===== src/rtl/snax_tcdm_arb_pkg.sv =====
// Shared types and constants for the SNAX TCDM request arbiter.
package snax_tcdm_arb_pkg;

  localparam int unsigned NumInpDefault    = 4;
  localparam int unsigned DataWidthDefault = 64;
  localparam int unsigned AddrWidth        = 32;
  localparam int unsigned PerfCntWidth     = 32;

  // Width of a requester ID; never narrower than one bit.
  function automatic int unsigned id_width(input int unsigned n);
    return (n > 1) ? $clog2(n) : 1;
  endfunction

  localparam int unsigned IdWidth = id_width(NumInpDefault);
  typedef logic [IdWidth-1:0] arb_id_t;

  typedef struct packed {
    logic [AddrWidth-1:0]          addr;
    logic                          write;
    logic [DataWidthDefault-1:0]   data;
    logic [DataWidthDefault/8-1:0] strb;
  } arb_q_t;

  typedef struct packed {
    arb_q_t q;
    logic   q_valid;
  } arb_req_t;

  typedef struct packed {
    logic [DataWidthDefault-1:0] data;
  } arb_p_t;

  typedef struct packed {
    arb_p_t p;
    logic   p_valid;
    logic   q_ready;
  } arb_rsp_t;

endpackage


===== src/rtl/fifo_v3.sv =====
// Small synchronous FIFO holding requester IDs of in-flight reads.
// DEPTH must be a power of two (>= 2) so the pointers wrap naturally.
module fifo_v3 #(
  parameter int unsigned DATA_WIDTH = 32,
  parameter int unsigned DEPTH      = 8
) (
  input  logic                  clk_i,
  input  logic                  rst_ni,
  input  logic                  flush_i,
  output logic                  full_o,
  output logic                  empty_o,
  input  logic [DATA_WIDTH-1:0] data_i,
  input  logic                  push_i,
  output logic [DATA_WIDTH-1:0] data_o,
  input  logic                  pop_i
);

  localparam int unsigned PtrW = (DEPTH > 1) ? $clog2(DEPTH) : 1;
  localparam logic [PtrW:0] FullCount = (PtrW+1)'(DEPTH);

  logic [PtrW-1:0]       wr_ptr, rd_ptr;
  logic [PtrW:0]         count;
  logic [DATA_WIDTH-1:0] mem [DEPTH];
  logic                  do_push, do_pop;

  assign full_o  = (count == FullCount);
  assign empty_o = (count == '0);
  // Full is taken from the current count, so a pop never frees room for a push in the same cycle.
  assign do_push = push_i & ~full_o;
  assign do_pop  = pop_i & ~empty_o;
  assign data_o  = mem[rd_ptr];

  // Pointer and occupancy bookkeeping.
  always_ff @(posedge clk_i or negedge rst_ni) begin
    if (!rst_ni) begin
      wr_ptr <= '0;
      rd_ptr <= '0;
      count  <= '0;
    end else if (flush_i) begin
      wr_ptr <= '0;
      rd_ptr <= '0;
      count  <= '0;
    end else begin
      if (do_push) wr_ptr <= wr_ptr + PtrW'(1);
      if (do_pop)  rd_ptr <= rd_ptr + PtrW'(1);
      case ({do_push, do_pop})
        2'b10:   count <= count + (PtrW+1)'(1);
        2'b01:   count <= count - (PtrW+1)'(1);
        default: count <= count;
      endcase
    end
  end

  // Storage array; contents need no reset because count gates every read.
  always_ff @(posedge clk_i) begin
    if (do_push) mem[wr_ptr] <= data_i;
  end

endmodule


===== src/rtl/snax_tcdm_rr_arbiter.sv =====
// Round-robin selector with a grant lock that holds the choice while a request stalls.
module snax_tcdm_rr_arbiter #(
  parameter int unsigned NumInp = 4,
  parameter int unsigned IdW    = 2
) (
  input  logic              clk_i,
  input  logic              rst_ni,
  input  logic [NumInp-1:0] req_i,
  input  logic              out_valid_i,
  input  logic              out_ready_i,
  output logic [IdW-1:0]    sel_o,
  output logic              valid_o
);

  logic [IdW-1:0] rr_ptr, lock_sel, search_sel;
  logic           locked, found;

  // First active request at or above rr_ptr, wrapping around.
  always_comb begin
    search_sel = rr_ptr;
    found      = 1'b0;
    for (int k = 0; k < NumInp; k++) begin
      if (!found && req_i[(int'(rr_ptr) + k) % NumInp]) begin
        found      = 1'b1;
        search_sel = IdW'((int'(rr_ptr) + k) % NumInp);
      end
    end
  end

  // A pending grant overrides the search so the outgoing request stays stable.
  always_comb begin
    sel_o   = locked ? lock_sel : search_sel;
    valid_o = locked ? req_i[lock_sel] : found;
  end

  // Advance past the winner on a handshake; latch the winner while it waits.
  always_ff @(posedge clk_i or negedge rst_ni) begin
    if (!rst_ni) begin
      rr_ptr   <= '0;
      locked   <= 1'b0;
      lock_sel <= '0;
    end else if (out_valid_i && out_ready_i) begin
      rr_ptr <= (sel_o == IdW'(NumInp-1)) ? '0 : sel_o + IdW'(1);
      locked <= 1'b0;
    end else if (out_valid_i) begin
      locked   <= 1'b1;
      lock_sel <= sel_o;
    end else begin
      locked <= 1'b0;
    end
  end

endmodule


===== src/rtl/snax_tcdm_req_arbiter.sv =====
// Shares one TCDM reqrsp port among NumInp requesters and routes read
// responses back in order using an ID FIFO.
// Optional feature: define SNAX_TCDM_ARB_PERF_EN to add per-port
// saturating stall counters on perf_stall_o.
module snax_tcdm_req_arbiter
  import snax_tcdm_arb_pkg::*;
#(
  parameter int unsigned NumInp         = NumInpDefault,
  parameter int unsigned DataWidth      = DataWidthDefault,
  parameter int unsigned MaxOutstanding = 8,
  parameter type         tcdm_req_t     = arb_req_t,
  parameter type         tcdm_rsp_t     = arb_rsp_t
) (
  input  logic      clk_i,
  input  logic      rst_ni,
  input  tcdm_req_t in_req_i [NumInp],
  output tcdm_rsp_t in_rsp_o [NumInp],
  output tcdm_req_t out_req_o,
  input  tcdm_rsp_t out_rsp_i
`ifdef SNAX_TCDM_ARB_PERF_EN
  ,
  output logic [PerfCntWidth-1:0] perf_stall_o [NumInp]
`endif
);

  localparam int unsigned IdW = id_width(NumInp);

  logic [NumInp-1:0]    req_valid, q_ready;
  logic [IdW-1:0]       sel, head;
  logic                 arb_valid, sel_read, allow, handshake;
  logic                 fifo_full, fifo_empty, push, pop;
  logic [DataWidth-1:0] rsp_data;

  // Gather the per-port valids for the selector.
  always_comb begin
    for (int i = 0; i < NumInp; i++) req_valid[i] = in_req_i[i].q_valid;
  end

  snax_tcdm_rr_arbiter #(
    .NumInp (NumInp),
    .IdW    (IdW)
  ) i_rr_arbiter (
    .clk_i       (clk_i),
    .rst_ni      (rst_ni),
    .req_i       (req_valid),
    .out_valid_i (out_req_o.q_valid),
    .out_ready_i (out_rsp_i.q_ready),
    .sel_o       (sel),
    .valid_o     (arb_valid)
  );

  // Only reads need an ID slot, so only a read is held back by a full FIFO.
  assign sel_read  = ~in_req_i[sel].q.write;
  assign allow     = ~(sel_read & fifo_full);
  assign handshake = out_req_o.q_valid & out_rsp_i.q_ready;
  assign push      = handshake & sel_read;
  assign pop       = out_rsp_i.p_valid & ~fifo_empty;
  assign rsp_data  = out_rsp_i.p.data;

  // Forward the selected request toward TCDM.
  always_comb begin
    out_req_o         = in_req_i[sel];
    out_req_o.q_valid = arb_valid & allow;
  end

  // Ready goes only to the selected port.
  always_comb begin
    for (int i = 0; i < NumInp; i++)
      q_ready[i] = (sel == IdW'(i)) & out_rsp_i.q_ready & allow;
  end

  // Response data is broadcast; p_valid goes to the port that issued the oldest read.
  always_comb begin
    for (int i = 0; i < NumInp; i++) begin
      in_rsp_o[i]         = '0;
      in_rsp_o[i].p.data  = rsp_data;
      in_rsp_o[i].q_ready = q_ready[i];
      in_rsp_o[i].p_valid = (head == IdW'(i)) & pop;
    end
  end

  fifo_v3 #(
    .DATA_WIDTH (IdW),
    .DEPTH      (MaxOutstanding)
  ) i_id_fifo (
    .clk_i   (clk_i),
    .rst_ni  (rst_ni),
    .flush_i (1'b0),
    .full_o  (fifo_full),
    .empty_o (fifo_empty),
    .data_i  (sel),
    .push_i  (push),
    .data_o  (head),
    .pop_i   (pop)
  );

  // A response with no outstanding read has nowhere to go and is dropped.
  rsp_without_read: assert property (@(posedge clk_i) disable iff (!rst_ni)
    out_rsp_i.p_valid |-> !fifo_empty);

`ifdef SNAX_TCDM_ARB_PERF_EN
  // Count cycles each port waits with a valid request, saturating at all-ones.
  always_ff @(posedge clk_i or negedge rst_ni) begin
    if (!rst_ni) begin
      for (int i = 0; i < NumInp; i++) perf_stall_o[i] <= '0;
    end else begin
      for (int i = 0; i < NumInp; i++)
        if (req_valid[i] && !q_ready[i] && (perf_stall_o[i] != '1))
          perf_stall_o[i] <= perf_stall_o[i] + PerfCntWidth'(1);
    end
  end
`endif

endmodule

===== config.mk =====
export PLATFORM = sky130hd
export DESIGN_NAME = snax_tcdm_req_arbiter
export DESIGN_NICKNAME = d
export VERILOG_FILES = /design/src/rtl/snax_tcdm_arb_pkg.sv /design/src/rtl/fifo_v3.sv /design/src/rtl/snax_tcdm_rr_arbiter.sv /design/src/rtl/snax_tcdm_req_arbiter.sv
export SDC_FILE = /design/constraint.sdc
export NUM_CORES = 1
export LEC_CHECK = 0
export BUFFER_PORTS_ARGS = -buffer_cell sky130_fd_sc_hd__buf_2
export CORE_AREA = 8 8 328 330
export CTS_CLUSTER_DIAMETER = 30
export DETAILED_ROUTE_END_ITERATION = 7
export DIE_AREA = 0 0 336 338
export REMOVE_ABC_BUFFERS = 1
export SLEW_MARGIN = 25
export SYNTH_ARGS = -nofsm -noshare
export SYNTH_HDL_FRONTEND = slang
export SYNTH_SLANG_ARGS = --single-unit

===== constraint.sdc =====
create_clock -name clk_i -period 3.86 [get_ports clk_i]
set_clock_uncertainty 0.1 [all_clocks]
set_input_delay 0.193 -clock clk_i [delete_from_list [all_inputs] [get_ports clk_i]]
set_output_delay 0.193 -clock clk_i [all_outputs]
set_load 0.01 [all_outputs]

==> results.json, run 1 <==
{
  "outcome": "finished, violations left",
  "violations": "antenna violations",
  "synth_cell_types": 49,
  "grt_pass1_wl_um": 107000,
  "cts_resized": 0,
  "critical_path_class": "register to output port",
  "dr_wl_met3_um": 19200,
  "crit_path_end_kind": "output port",
  "yosysWarnings": 0,
  "antenna_found_initial": 97,
  "drc": 0,
  "numCtsBuffers": 5,
  "viasPerCell": 2.99,
  "io_buffers": 541,
  "tightest_slew_ps": 874,
  "critPathRequiredTime_ps": 3570,
  "fin_area_mm2": 0.00886,
  "num_rows": 118,
  "peakVddDrop_mv": 0.410,
  "dpl-instance-area_mm2": 0.00862,
  "drt-met1-wl_um": 39200,
  "yosys_register_bits": 31,
  "p_leak_nw": 3.63,
  "hold_viol": 0,
  "routed-wl-met2_um": 31400,
  "crit_path_max_incr_delay_ps": 580,
  "routed_wl_um": 92300,
  "period_minus_slack_ps": 3430,
  "grtUsageTotal_pct": 15.4,
  "cpMostUsedCell": "buf_4",
  "max-cap-violations": 0,
  "h-tree-depth": 2,
  "final.setup.tns_ps": 0,
  "timing.final.crit_share_pct": 88.9,
  "dp_hpwl_um": 86100,
  "netlist_area_mm2": 0.00619,
  "synth_edf_count": 16,
  "power_frac_comb_pct": 83.2,
  "routed-via-count": 6573,
  "placed_cells": 2167,
  "ant_nets": 1,
  "cpLargestDelayFamily": "buffers and inverters",
  "ys_seq_area_share_pct": 13.8,
  "cp.arrival_ps": 3140,
  "ios": 862,
  "power.density_mw_per_mm2": 725,
  "pwr-share-clk_pct": 7.0,
  "finalWorstSetupSlack_ps": 429,
  "synth_ff_type": "edfxtp_1",
  "drv_slew": 0,
  "async_reset_ff_share_pct": 48.4,
  "cts.sinks": 31,
  "final_util_pct": 8.63,
  "worstPathMaxFanout": 30,
  "startpoint_type": "register",
  "rsz0062_at_grt": "false",
  "swShare_pct": 53.9,
  "cts_root_buffer": "clkbuf_16",
  "cts.clk_slew.worst_paths_ps": 50,
  "die_w_um": 336,
  "final_cell_mix": "541 x buf_2, 109 x mux4_2, 16 x edfxtp_1, 15 x dfrtp_1, 9 x ha_1",
  "dp_slack_ps": 590,
  "synthCells": 523,
  "area_growth_pct": 43.1,
  "grt_max_degree": 63,
  "cts.path.max_buffers": 2,
  "start_util_pct": 6.03,
  "highest_layer": "met5",
  "post_drt_wl_per_cell_um": 41.9,
  "cts_tree": "built",
  "gp_congestion": 0.918,
  "avgSynthCellArea_um2": 11.8,
  "switchingPower_w": 0.00346,
  "power.internal_w": 0.00296,
  "clock_latency_ps": 280,
  "worstHoldPathType": "input pin to register",
  "drive_gt1_share_pct": 85.1,
  "grt_overflow": 0,
  "timing.fmax_mhz": 291,
  "die_h_um": 338,
  "relSlewSlack_pct": 41.7,
  "seq_power_share_pct": 9.8,
  "grt_pass1_vias": 6769,
  "crit_buf_inv": 4,
  "setup_viol": 0,
  "final_common_cell": "buf_2",
  "design.core.area_mm2": 0.103,
  "fin_cells": 2201,
  "drt_first_pass_iters": 4,
  "cp_cell_sequence": "a221oi_1, o41ai_4, inv_8, buf_4, buf_4, mux4_2, buf_2",
  "layout.nets": 1296,
  "drtIter0Drc": 350,
  "dieArea_mm2": 0.114,
  "slowest_stage": "mux4_2"
}
-- cells in the mapped netlist, drive strengths merged, types with 2 or more instances --
| library cell | instances | area share [%] |
|---|---|---|
| nor3b | 2 | 0.24 |
| mux2 | 8 | 1.5 |
| nor2b | 2 | 0.20 |
| nor4b | 2 | 0.28 |
| nand2b | 5 | 0.51 |
| a21boi | 2 | 0.24 |
| o21ai | 2 | 0.22 |
| dfrtp | 15 | 6.1 |
| nor3 | 2 | 0.16 |
| and4 | 4 | 0.57 |
| inv | 6 | 0.36 |
| o2111a | 2 | 0.36 |
| mux4 | 109 | 40 |
| a21oi | 3 | 0.24 |
| buf | 278 | 33 |
| mux2i | 3 | 0.49 |
| and4b | 3 | 0.55 |
| a211oi | 2 | 0.32 |
| nor2 | 8 | 0.49 |
| edfxtp | 16 | 7.8 |
| nand2 | 7 | 0.42 |
| ha | 9 | 1.8 |
| xnor2 | 3 | 0.42 |
| o211ai | 2 | 0.24 |
| and3 | 2 | 0.20 |
| nor4 | 2 | 0.20 |
| xor2 | 6 | 0.85 |
| a2111o | 2 | 0.36 |
| clkbuf | 5 | 0.30 |
-- metal layers --
metal	track usage, %	vias up
met5	4.64	-
li1	-	2296
met1	19.2	3095
met3	14.5	170
met4	1.86	52
met2	18.9	960
-- power groups by stage --
| stage | clock network [W] | registers [W] | logic, W |
|---|---|---|---|
| final | 0.000451 | 0.000628 | 0.00534 |
| after global routing | 0.000470 | 0.000646 | 0.00585 |
| after CTS | 0.000453 | 0.000625 | 0.00556 |
| after detailed placement | 0 | 0.000630 | 0.00557 |
| after global placement | 0 | 0.000626 | 0.00551 |
| after floorplan | 0 | 0.000597 | 0.00303 |
-- area by class of cell --
| cell class | instances | area, um2 |
|---|---|---|
| fillers | 12000 | 93800 |
| multi-input cells | 203 | 3240 |
| repair buffers | 548 | 2780 |
| well taps | 1380 | 1730 |
| flip-flops and latches | 31 | 856 |
| clock buffers | 5 | 125 |
| diodes | 25 | 62.6 |
| clock inverters | 3 | 43.8 |
| inverters | 6 | 30.0 |
-- registers in the layout, summed over array words and instances, names as in the netlist --
register and cells:
i_rr_arbiter.locked 1, i_id_fifo.rd_ptr 3, i_rr_arbiter.rr_ptr 2, i_id_fifo.wr_ptr 3, i_id_fifo.count 4, i_id_fifo.mem 16, i_rr_arbiter.lock_sel 2
-- metrics by stage --
step,hold slack [ps],power [W]
floorplan,-203,0.00362
global placement,45.7,0.00614
detailed placement,52.8,0.00620
CTS,236,0.00664
global route,242,0.00696
finish,240,0.00642
-- kinds of logic after synthesis --
logic type               share of synthesized area (%)
buffers and inverters                             33.9
multiplexers                                      41.7
AND/OR/NAND/NOR                                   4.28
flip-flops                                        13.8
AO/OA/AOI/OAI                                     3.29
XOR/XNOR                                          1.27
adder cells (fa/ha/maj)                           1.82
-- final timing paths --
kind | start | end | slack, ps | cells after the start
setup / recovery | i_rr_arbiter.rr_ptr[1] | out_req_o[75] | 430 | 7
hold / removal | out_rsp_i[0] | i_rr_arbiter.locked | 240 | 2
setup reg to reg | i_rr_arbiter.rr_ptr[1] | i_id_fifo.count[2] | 620 | 12
hold reg to reg | i_id_fifo.count[3] | i_id_fifo.count[3] | 410 | 1
max in group asynchronous | rst_ni | i_rr_arbiter.rr_ptr[0] | 2980 | 2
min in group asynchronous | rst_ni | i_id_fifo.count[3] | 390 | 2
-- what timing repair did --
action / 4_1_cts / 5_1_grt
setup buffers: 0 / 0
hold endpoints to repair: 15 / 0
hold buffers: 1 / 0
(Power assumes the default switching activity.)
==> inputs of run 2 (changes only) <==
--- a/config.mk
+++ b/config.mk
@@ -10,6 +10,7 @@
 export CTS_CLUSTER_DIAMETER = 30
 export DETAILED_ROUTE_END_ITERATION = 7
 export DIE_AREA = 0 0 336 338
+export PLACE_DENSITY = 0.32
 export REMOVE_ABC_BUFFERS = 1
 export SLEW_MARGIN = 25
 export SYNTH_ARGS = -nofsm -noshare
==> results.json, run 2 (synthesized netlist as in run 1, its figures left out) <==
{
  "grtUsageTotal_pct": 13.4,
  "drtIter0Drc": 321,
  "relSlewSlack_pct": 46.6,
  "clock_latency_ps": 270,
  "die_h_um": 338,
  "use_met3_pct": 16.8,
  "peakVddDrop_mv": 0.421,
  "hold_viol": 0,
  "ant_nets": 0,
  "fin_area_mm2": 0.00891,
  "power.density_mw_per_mm2": 696,
  "final_common_cell": "buf_2",
  "finalWorstSetupSlack_ps": 480,
  "slowest_stage": "o211ai_1",
  "numCtsBuffers": 5,
  "start_util_pct": 6.03,
  "gp_congestion": 0.937,
  "dp_slack_ps": 485,
  "critPathRequiredTime_ps": 3910,
  "timing.fmax_mhz": 296,
  "layout.nets": 1296,
  "grt_pass1_wl_um": 95600,
  "use_met2_pct": 16.8,
  "num_rows": 118,
  "grt_max_degree": 98,
  "worstPathMaxFanout": 10,
  "cp.arrival_ps": 3430,
  "timing.final.crit_share_pct": 87.6,
  "regMostFlops": "i_id_fifo.mem",
  "antenna_found_initial": 113,
  "placed_cells": 2167,
  "tightest_slew_ps": 801,
  "period_minus_slack_ps": 3380,
  "area_growth_pct": 43.9,
  "crit_path_max_incr_delay_ps": 540,
  "die_w_um": 336,
  "routed_wl_um": 80600,
  "crit_path_end_kind": "register",
  "dp_hpwl_um": 75000,
  "cts_tree": "built",
  "p_leak_nw": 3.64,
  "viasPerCell": 2.90,
  "cts.path.max_buffers": 2,
  "cts_root_buffer": "clkbuf_16",
  "drc": 0,
  "outcome": "complete, no violations",
  "final_cell_mix": "541 x buf_2, 109 x mux4_2, 16 x edfxtp_1, 15 x dfrtp_1, 9 x ha_1",
  "worstHoldPathType": "input pin to register",
  "cpMostUsedCell": "xor2_1",
  "io_buffers": 541,
  "cts.sinks": 31,
  "cts.clk_slew.worst_paths_ps": 50,
  "max-cap-violations": 0,
  "largest_register_ffs": 16,
  "setup_viol": 0,
  "post_drt_wl_per_cell_um": 36.3,
  "h-tree-depth": 2,
  "critical_path_class": "register to register",
  "design.core.area_mm2": 0.103,
  "drt_first_pass_iters": 4,
  "top_regs": "i_id_fifo.mem: 16 flops, i_id_fifo.count: 4 flops",
  "grt_pass1_vias": 6671,
  "cpLargestDelayFamily": "compound AO/OA/AOI/OAI gates",
  "drv_slew": 0,
  "grt_overflow": 0,
  "dpl-instance-area_mm2": 0.00863,
  "drive_gt1_share_pct": 84.9,
  "startpoint_type": "register",
  "grt_use_met1_pct": 14.1,
  "dieArea_mm2": 0.114,
  "routed-via-count": 6437,
  "cp_cell_sequence": "nor3_1, a211o_1, o211ai_1, a211oi_1, o21ai_2, ha_1, xor2_1, ha_1, a21oi_1, xor2_1, nor2_1, xor2_1",
  "cts_resized": 0,
  "fin_cells": 2219,
  "final_util_pct": 8.68,
  "holdWs_ps": 246,
  "ios": 862,
  "rsz0062_at_grt": "false",
  "grt_busiest_layer": "met3",
  "crit_buf_inv": 0
}
[run 2: cell count changes in the layout (fill, tap and decap cells not counted), sizes merged]
| cell | previous run | this run |
|---|---|---|
| diode | 25 | 43 |
[run 2: per-layer routing]
layer  wire length [um]  share of wire, %
met3              20700                26
met4               1230               1.5
met1              29300                36
met5                879               1.1
met2              28500                35
[run 2: repair_timing]
item,CTS,global route
hold buffers,1,0
endpoints found under the hold margin,15,0
setup buffers,0,0
[run 2: path summary, 6_finish.rpt]
path	from	to	slack, ps	cells after the start
setup / recovery	i_rr_arbiter.rr_ptr[1]	i_id_fifo.count[2]	480	12
hold / removal	out_rsp_i[0]	i_rr_arbiter.locked	250	2
setup reg to reg	i_rr_arbiter.rr_ptr[1]	i_id_fifo.count[2]	480	12
hold reg to reg	i_id_fifo.count[3]	i_id_fifo.count[3]	410	1
max in group asynchronous	rst_ni	i_rr_arbiter.rr_ptr[0]	3030	2
min in group asynchronous	rst_ni	i_id_fifo.rd_ptr[2]	330	2
[run 2: layout make-up]
class                           instances  area (um2)
Fill cell                           12000       93700
Multi-Input combinational cell        203        3240
Timing Repair Buffer                  548        2790
Tap cell                             1380        1730
Sequential cell                        31         856
Clock buffer                            5         125
Antenna cell                           43         108
Clock inverter                          3        38.8
Inverter                                6        30.0
[run 2: stage by stage]
| stage | setup TNS (ps) | total power [W] |
|---|---|---|
| finish | 0 | 0.00620 |
| CTS | 0 | 0.00649 |
| detailed placement | 0 | 0.00604 |
| global placement | 0 | 0.00600 |
| global route | 0 | 0.00675 |
| floorplan | -525460 | 0.00362 |
[run 2: where the power goes]
part / leakage, nW / switching [W] / internal [W]
clock network: 0.0815 / 0.000135 / 0.000300
logic: 3.23 / 0.00296 / 0.00219
registers: 0.321 / 0.000139 / 0.000483
total: 3.64 / 0.00323 / 0.00297
